===== config.mk =====
export PLATFORM = sky130hd
export DESIGN_NAME = cacheline_adapter_flat
export DESIGN_NICKNAME = d
export VERILOG_FILES = /design/src/rtl/cacheline_adapter_if.sv /design/src/rtl/cacheline_adapter.sv /design/src/flat_wrapper.sv
export SDC_FILE = /design/constraint.sdc
export NUM_CORES = 1
export LEC_CHECK = 0
export ABC_AREA = 1
export BUFFER_PORTS_ARGS = -buffer_cell sky130_fd_sc_hd__buf_4
export CORE_AREA = 2 2 276 278
export DETAILED_ROUTE_END_ITERATION = 12
export DIE_AREA = 0 0 278 280
export SLEW_MARGIN = 10
export SYNTH_ARGS = -nofsm -noshare
export SYNTH_HDL_FRONTEND = slang
export SYNTH_SLANG_ARGS = --single-unit

===== constraint.sdc =====
create_clock -name clk -period 35.8 [get_ports clk]
set_input_delay 1.79 -clock clk [delete_from_list [all_inputs] [get_ports clk]]
set_output_delay 1.79 -clock clk [all_outputs]
set_load 0.05 [all_outputs]

===== src/rtl/cacheline_adapter_if.sv =====
// Cache line port and backing-memory burst port of the cacheline adapter.
// slave is the adapter's view; master is the cache/memory side.
interface cacheline_adapter_if #(
  parameter int LINE_BITS = 256,
  parameter int BEAT_BITS = 64,
  parameter int ADDR_BITS = 32
);
  logic [ADDR_BITS-1:0] dfp_addr;
  logic                 dfp_read;
  logic                 dfp_write;
  logic [LINE_BITS-1:0] dfp_wdata;
  logic [LINE_BITS-1:0] dfp_rdata;
  logic                 dfp_resp;
  logic [ADDR_BITS-1:0] mem_addr;
  logic                 mem_read;
  logic                 mem_write;
  logic [BEAT_BITS-1:0] mem_wdata;
  logic                 mem_ready;
  logic [BEAT_BITS-1:0] mem_rdata;
  logic                 mem_rvalid;

  modport slave (
    input  dfp_addr, dfp_read, dfp_write, dfp_wdata,
    output dfp_rdata, dfp_resp,
    output mem_addr, mem_read, mem_write, mem_wdata,
    input  mem_ready, mem_rdata, mem_rvalid
  );

  modport master (
    output dfp_addr, dfp_read, dfp_write, dfp_wdata,
    input  dfp_rdata, dfp_resp,
    input  mem_addr, mem_read, mem_write, mem_wdata,
    output mem_ready, mem_rdata, mem_rvalid
  );
endinterface


===== src/rtl/cacheline_adapter.sv =====
// Services whole-line cache reads/write-backs as BEATS-beat memory bursts.
// One transaction in flight; single-cycle dfp_resp on completion.
module cacheline_adapter #(
  parameter int LINE_BITS = 256,
  parameter int BEAT_BITS = 64,
  parameter int ADDR_BITS = 32
) (
  input logic clk,
  input logic rst,
  cacheline_adapter_if.slave io_bus
);
  localparam int BEATS = LINE_BITS / BEAT_BITS;
  localparam int CNT_BITS = (BEATS > 1) ? $clog2(BEATS) : 1;
  localparam int OFFSET_BITS = $clog2(LINE_BITS / 8);
  localparam logic [CNT_BITS-1:0] LAST = CNT_BITS'(BEATS - 1);

  typedef enum logic [2:0] {
    S_IDLE,
    S_WR_BURST,
    S_RD_REQ,
    S_RD_DATA,
    S_DONE
  } state_t;

  state_t r_state;
  state_t w_next;

  logic [CNT_BITS-1:0]             r_cnt;
  logic [ADDR_BITS-1:0]            r_addr;
  logic [BEATS-1:0][BEAT_BITS-1:0] r_wline;
  logic [BEATS-1:0][BEAT_BITS-1:0] r_rbuf;
  logic [ADDR_BITS-1:0]            w_line_addr;
  logic                            w_last;

  assign w_line_addr = {io_bus.dfp_addr[ADDR_BITS-1:OFFSET_BITS],
                        {OFFSET_BITS{1'b0}}};
  assign w_last = (r_cnt == LAST);

  always_ff @(posedge clk or posedge rst) begin
    if (rst) r_state <= S_IDLE;
    else     r_state <= w_next;
  end

  always_comb begin
    w_next            = r_state;
    io_bus.dfp_resp   = 1'b0;
    io_bus.dfp_rdata  = r_rbuf;
    io_bus.mem_addr   = r_addr;
    io_bus.mem_read   = 1'b0;
    io_bus.mem_write  = 1'b0;
    io_bus.mem_wdata  = '0;
    unique case (r_state)
      S_IDLE: begin
        if (io_bus.dfp_write)     w_next = S_WR_BURST;
        else if (io_bus.dfp_read) w_next = S_RD_REQ;
      end
      S_WR_BURST: begin
        io_bus.mem_write = 1'b1;
        io_bus.mem_wdata = r_wline[r_cnt];
        if (io_bus.mem_ready && w_last) w_next = S_DONE;
      end
      S_RD_REQ: begin
        io_bus.mem_read = 1'b1;
        if (io_bus.mem_ready) w_next = S_RD_DATA;
      end
      S_RD_DATA: begin
        if (io_bus.mem_rvalid && w_last) w_next = S_DONE;
      end
      S_DONE: begin
        io_bus.dfp_resp = 1'b1;
        w_next          = S_IDLE;
      end
      default: w_next = S_IDLE;
    endcase
  end

  // Read buffer only moves in RD_DATA so dfp_rdata survives write-backs.
  always_ff @(posedge clk or posedge rst) begin
    if (rst) begin
      r_cnt   <= '0;
      r_addr  <= '0;
      r_wline <= '0;
      r_rbuf  <= '0;
    end else begin
      case (r_state)
        S_IDLE: begin
          if (io_bus.dfp_write) begin
            r_addr  <= w_line_addr;
            r_wline <= io_bus.dfp_wdata;
            r_cnt   <= '0;
          end else if (io_bus.dfp_read) begin
            r_addr  <= w_line_addr;
          end
        end
        S_WR_BURST: begin
          if (io_bus.mem_ready) r_cnt <= r_cnt + CNT_BITS'(1);
        end
        S_RD_REQ: begin
          if (io_bus.mem_ready) r_cnt <= '0;
        end
        S_RD_DATA: begin
          if (io_bus.mem_rvalid) begin
            r_rbuf[r_cnt] <= io_bus.mem_rdata;
            r_cnt         <= r_cnt + CNT_BITS'(1);
          end
        end
        default: ;
      endcase
    end
  end
endmodule


===== src/flat_wrapper.sv =====
// flat-port wrapper written by rule: the top's interface ports become plain ports
module cacheline_adapter_flat 
#(
  parameter int LINE_BITS = 256,
  parameter int BEAT_BITS = 64,
  parameter int ADDR_BITS = 32
)
  (clk, rst, io_bus_dfp_addr, io_bus_dfp_read, io_bus_dfp_write, io_bus_dfp_wdata, io_bus_dfp_rdata, io_bus_dfp_resp, io_bus_mem_addr, io_bus_mem_read, io_bus_mem_write, io_bus_mem_wdata, io_bus_mem_ready, io_bus_mem_rdata, io_bus_mem_rvalid);
  cacheline_adapter_if #(.LINE_BITS(LINE_BITS), .BEAT_BITS(BEAT_BITS), .ADDR_BITS(ADDR_BITS)) io_bus_i ();
  input logic clk;
  input logic rst;
  input wire logic [$bits(io_bus_i.dfp_addr)-1:0] io_bus_dfp_addr;
  input wire logic [$bits(io_bus_i.dfp_read)-1:0] io_bus_dfp_read;
  input wire logic [$bits(io_bus_i.dfp_write)-1:0] io_bus_dfp_write;
  input wire logic [$bits(io_bus_i.dfp_wdata)-1:0] io_bus_dfp_wdata;
  output wire logic [$bits(io_bus_i.dfp_rdata)-1:0] io_bus_dfp_rdata;
  output wire logic [$bits(io_bus_i.dfp_resp)-1:0] io_bus_dfp_resp;
  output wire logic [$bits(io_bus_i.mem_addr)-1:0] io_bus_mem_addr;
  output wire logic [$bits(io_bus_i.mem_read)-1:0] io_bus_mem_read;
  output wire logic [$bits(io_bus_i.mem_write)-1:0] io_bus_mem_write;
  output wire logic [$bits(io_bus_i.mem_wdata)-1:0] io_bus_mem_wdata;
  input wire logic [$bits(io_bus_i.mem_ready)-1:0] io_bus_mem_ready;
  input wire logic [$bits(io_bus_i.mem_rdata)-1:0] io_bus_mem_rdata;
  input wire logic [$bits(io_bus_i.mem_rvalid)-1:0] io_bus_mem_rvalid;
  assign io_bus_i.dfp_addr = io_bus_dfp_addr;
  assign io_bus_i.dfp_read = io_bus_dfp_read;
  assign io_bus_i.dfp_write = io_bus_dfp_write;
  assign io_bus_i.dfp_wdata = io_bus_dfp_wdata;
  assign io_bus_dfp_rdata = io_bus_i.dfp_rdata;
  assign io_bus_dfp_resp = io_bus_i.dfp_resp;
  assign io_bus_mem_addr = io_bus_i.mem_addr;
  assign io_bus_mem_read = io_bus_i.mem_read;
  assign io_bus_mem_write = io_bus_i.mem_write;
  assign io_bus_mem_wdata = io_bus_i.mem_wdata;
  assign io_bus_i.mem_ready = io_bus_mem_ready;
  assign io_bus_i.mem_rdata = io_bus_mem_rdata;
  assign io_bus_i.mem_rvalid = io_bus_mem_rvalid;
  cacheline_adapter #(.LINE_BITS(LINE_BITS), .BEAT_BITS(BEAT_BITS), .ADDR_BITS(ADDR_BITS)) u_core (.clk(clk), .rst(rst), .io_bus(io_bus_i));
endmodule

==> metrics <==
DP Cell Count=4057; Highest Clock Rate=195 MHz; Slew Limit Fails=0; CTS Buffer Depth=3; number of synthesized register bits=544; switching share of power=0.453; actual slew at the worst max-slew pin=1.01 ns; internal power=1.67 mW; num ports=713; fin crit period=5.12 ns; cts bufs inserted=66; worst endpoint required time=34.01 ns; DRC=0; Async SR Flop Fraction=1.00; nets=3509; Skew-Pair Late Insertion Delay=0.61 ns; register area share after synthesis=0.587; Mean Syn Cell Area=9.16 sq um; Cell variety after synth=24; outcome=finished clean; number of enable flip-flop cells after synthesis=0; FF-to-FF End=u_core.r_wline[155]; initial drt markers=1333; Post-synth top cells=dfrtp_1 (544), nand2_1 (494), inv_1 (359); Worst setup SP type=flip-flop; synth warn=0; Crit. Startpoint=u_core.r_cnt[1]; Post-CTS Setup Bufs=0; Setup Crit Path Kind=reg -> out; worst-path cell chain=buf_4 -> o211ai_1 -> a21oi_1 -> buf_4; Lkg Pwr=16.1 nW; Critical R2R Launch=u_core.r_state[1]; CTS tree=done; CP max FO=72; Crit path depth=4; Hold Buf Count CTS=0; placed inst area=0.0287 sq mm; drt total wl=71200 microns; count leader, synth=dfrtp_1; RSZ-0062 raised after global routing=no; layout cells sized above 1=0.290; R2R Setup Slk=31.68 ns; fin crit share=0.143; synthesis-to-layout area growth=33.4%; Psw=1.38 mW; Crit path max-delay family=buffers and inverters; Worst R2R Path Depth=6; H-tree depth=3; vias in the first global route=18100; first drt pass iteration count=5; cell accounting for the most synthesized area=dfrtp_1; Die ar.=0.0778 sq mm; clock-pin slew on the worst setup and hold paths=0.06 ns; combinational share of power=0.453; Vias per Instance=4.47; Worst EP arrival=3.33 ns; slew margin rel.=0.324; first-pass GRT wire length=108000 microns; gate count of the mapped netlist=2530; initial antenna violation count=11; Clock Sinks=544; clk root buf=clkbuf_16; Routed wire per std cell=17.1 microns; power per cell area=98.7 mW/mm^2; via count=18700; count of non-filler cells in the finished layout=4175; FP Rows=101; final hold viol count=0; gr usage total=0.179; Congestion Overflow GR=0; DPL Wire Length=49500 microns; max-cap viol count=0; CP bufs+invs=2; Initial Util=0.308; worst min-delay path category=reg -> reg; CP max-delay cell=dfrtp_4; element type at the critical path end=output port; top cells by area, synth=dfrtp_1 (59%), nand2_1 (8.0%), inv_1 (5.8%), a21oi_1 (5.4%), o21ai_0 (4.7%); Core Area=0.0752 sq mm; post-route ant nets=0; number of port buffers=702; gpl congestion=0.862; Seq pwr share=0.327; post-CTS sizing=0; largest net degree at the start of global routing=255; Setup TNS Final=0 ns; peak supply drop=0.0000550 V; CP most frequent cell=buf_4; # fillers=7655; skew final=0.0330 ns; Main synth FF type=dfrtp_1; Die Ht=280 microns; Netlist Area Pre-Place=0.0232 sq mm; Finished Cell Area=0.0309 sq mm; die width=278 microns; Setup-failing EPs final=0; Crit path largest cell delay=0.87 ns; Clock power frac=0.220; Synth top area share=0.587; Worst Setup EP=io_bus_mem_wdata[37]
-- worst min-delay path, delay by kind of cell, from the launching register on --
kind	cells	cell delay, ns
simple gates	1	0.05
compound gates	1	0.05
flops	1	0.34
-- sequential cells by signal, indices dropped and copies added, names as in the netlist --
signal and count:
u_core.io_bus.dfp_rdata 256, u_core.io_bus.mem_addr 27, u_core.r_cnt 2, u_core.r_state 3, u_core.r_wline 256
-- power groups by stage --
stage / clock network [mW] / logic, mW / registers [mW]
finish: 0.671 / 1.38 / 0.999
global route: 0.717 / 1.49 / 1.03
CTS: 0.689 / 1.40 / 0.999
detailed placement: 0 / 1.39 / 1.01
global placement: 0 / 1.38 / 0.998
floorplan: 0 / 0.585 / 1.38
-- worst min path at each step --
stage                                     start                     endpoint  slack, ns  cells past startpoint
global route        u_core.io_bus.dfp_rdata[98]  u_core.io_bus.dfp_rdata[98]       0.50                      2
global placement             u_core.r_wline[15]           u_core.r_wline[15]       0.46                      2
detailed placement           u_core.r_wline[28]           u_core.r_wline[28]       0.47                      2
finish                       u_core.r_wline[48]           u_core.r_wline[48]       0.48                      2
floorplan                     u_core.r_wline[0]            u_core.r_wline[0]       0.45                      2
CTS                          u_core.r_wline[45]           u_core.r_wline[45]       0.48                      2
-- cells in the final DEF (no fill, tap or decap), types with 2 or more instances in the layout --
cell	count
a21oi_1	249
conb_1	5
nand3_1	3
inv_1	358
dfrtp_1	542
nor2_4	2
bufinv_16	3
nand4_1	2
clkbuf_1	12
nand3_4	5
buf_4	714
o21ai_1	177
clkinv_2	10
clkbuf_16	67
o21ai_0	220
dfrtp_4	2
nand2_1	494
nor2_1	141
inv_6	3
clkinv_8	2
clkbuf_8	17
o211ai_1	58
o21ai_2	93
nor3_1	2
buf_12	3
ha_1	4
-- through the flow --
step                utilization  power, mW  hold WS (ns)  setup WS, ns
finish                    0.411       3.05         0.476         30.68
CTS                       0.411       3.08         0.480         30.71
floorplan                     -       1.97         0.448         18.80
detailed placement        0.382       2.40         0.467         30.46
global placement          0.382       2.38         0.459         30.43
global route              0.411       3.24         0.499         30.65
-- final cells by class --
| class | count | area (sq um) | share of cell area |
|---|---|---|---|
| Antenna cell | 1 | 2.50 | 0.0000809 |
| Clock buffer | 96 | 1960 | 0.0632 |
| Multi-Input combinational cell | 1459 | 7120 | 0.230 |
| Tap cell | 978 | 1220 | 0.0396 |
| Timing Repair Buffer | 717 | 5420 | 0.175 |
| Clock inverter | 21 | 235 | 0.00760 |
| Inverter | 359 | 1360 | 0.0438 |
| Sequential cell | 544 | 13600 | 0.440 |
-- per-layer routing --
metal / part of all wire / vias up / GRT usage
met3: 0.090 / 115 / 0.0672
met1: 0.41 / 8666 / 0.221
li1: - / 9307 / -
met4: 0.028 / 18 / 0.0581
met5: 0.0017 / - / 0
met2: 0.47 / 545 / 0.288
-- cells by family (layout without fill, tap and decap cells) --
logic type	after synthesis	in the layout	synth area share
AOI/OAI and AO/OA	798	798	0.194
and+or+nand+nor	652	652	0.109
DFF	544	544	0.587
buffers and inverters	531	1193	0.108
adders and majority gates	4	4	0.00216
other	1	6	0.000162
Power figures use the tool's default switching activity.
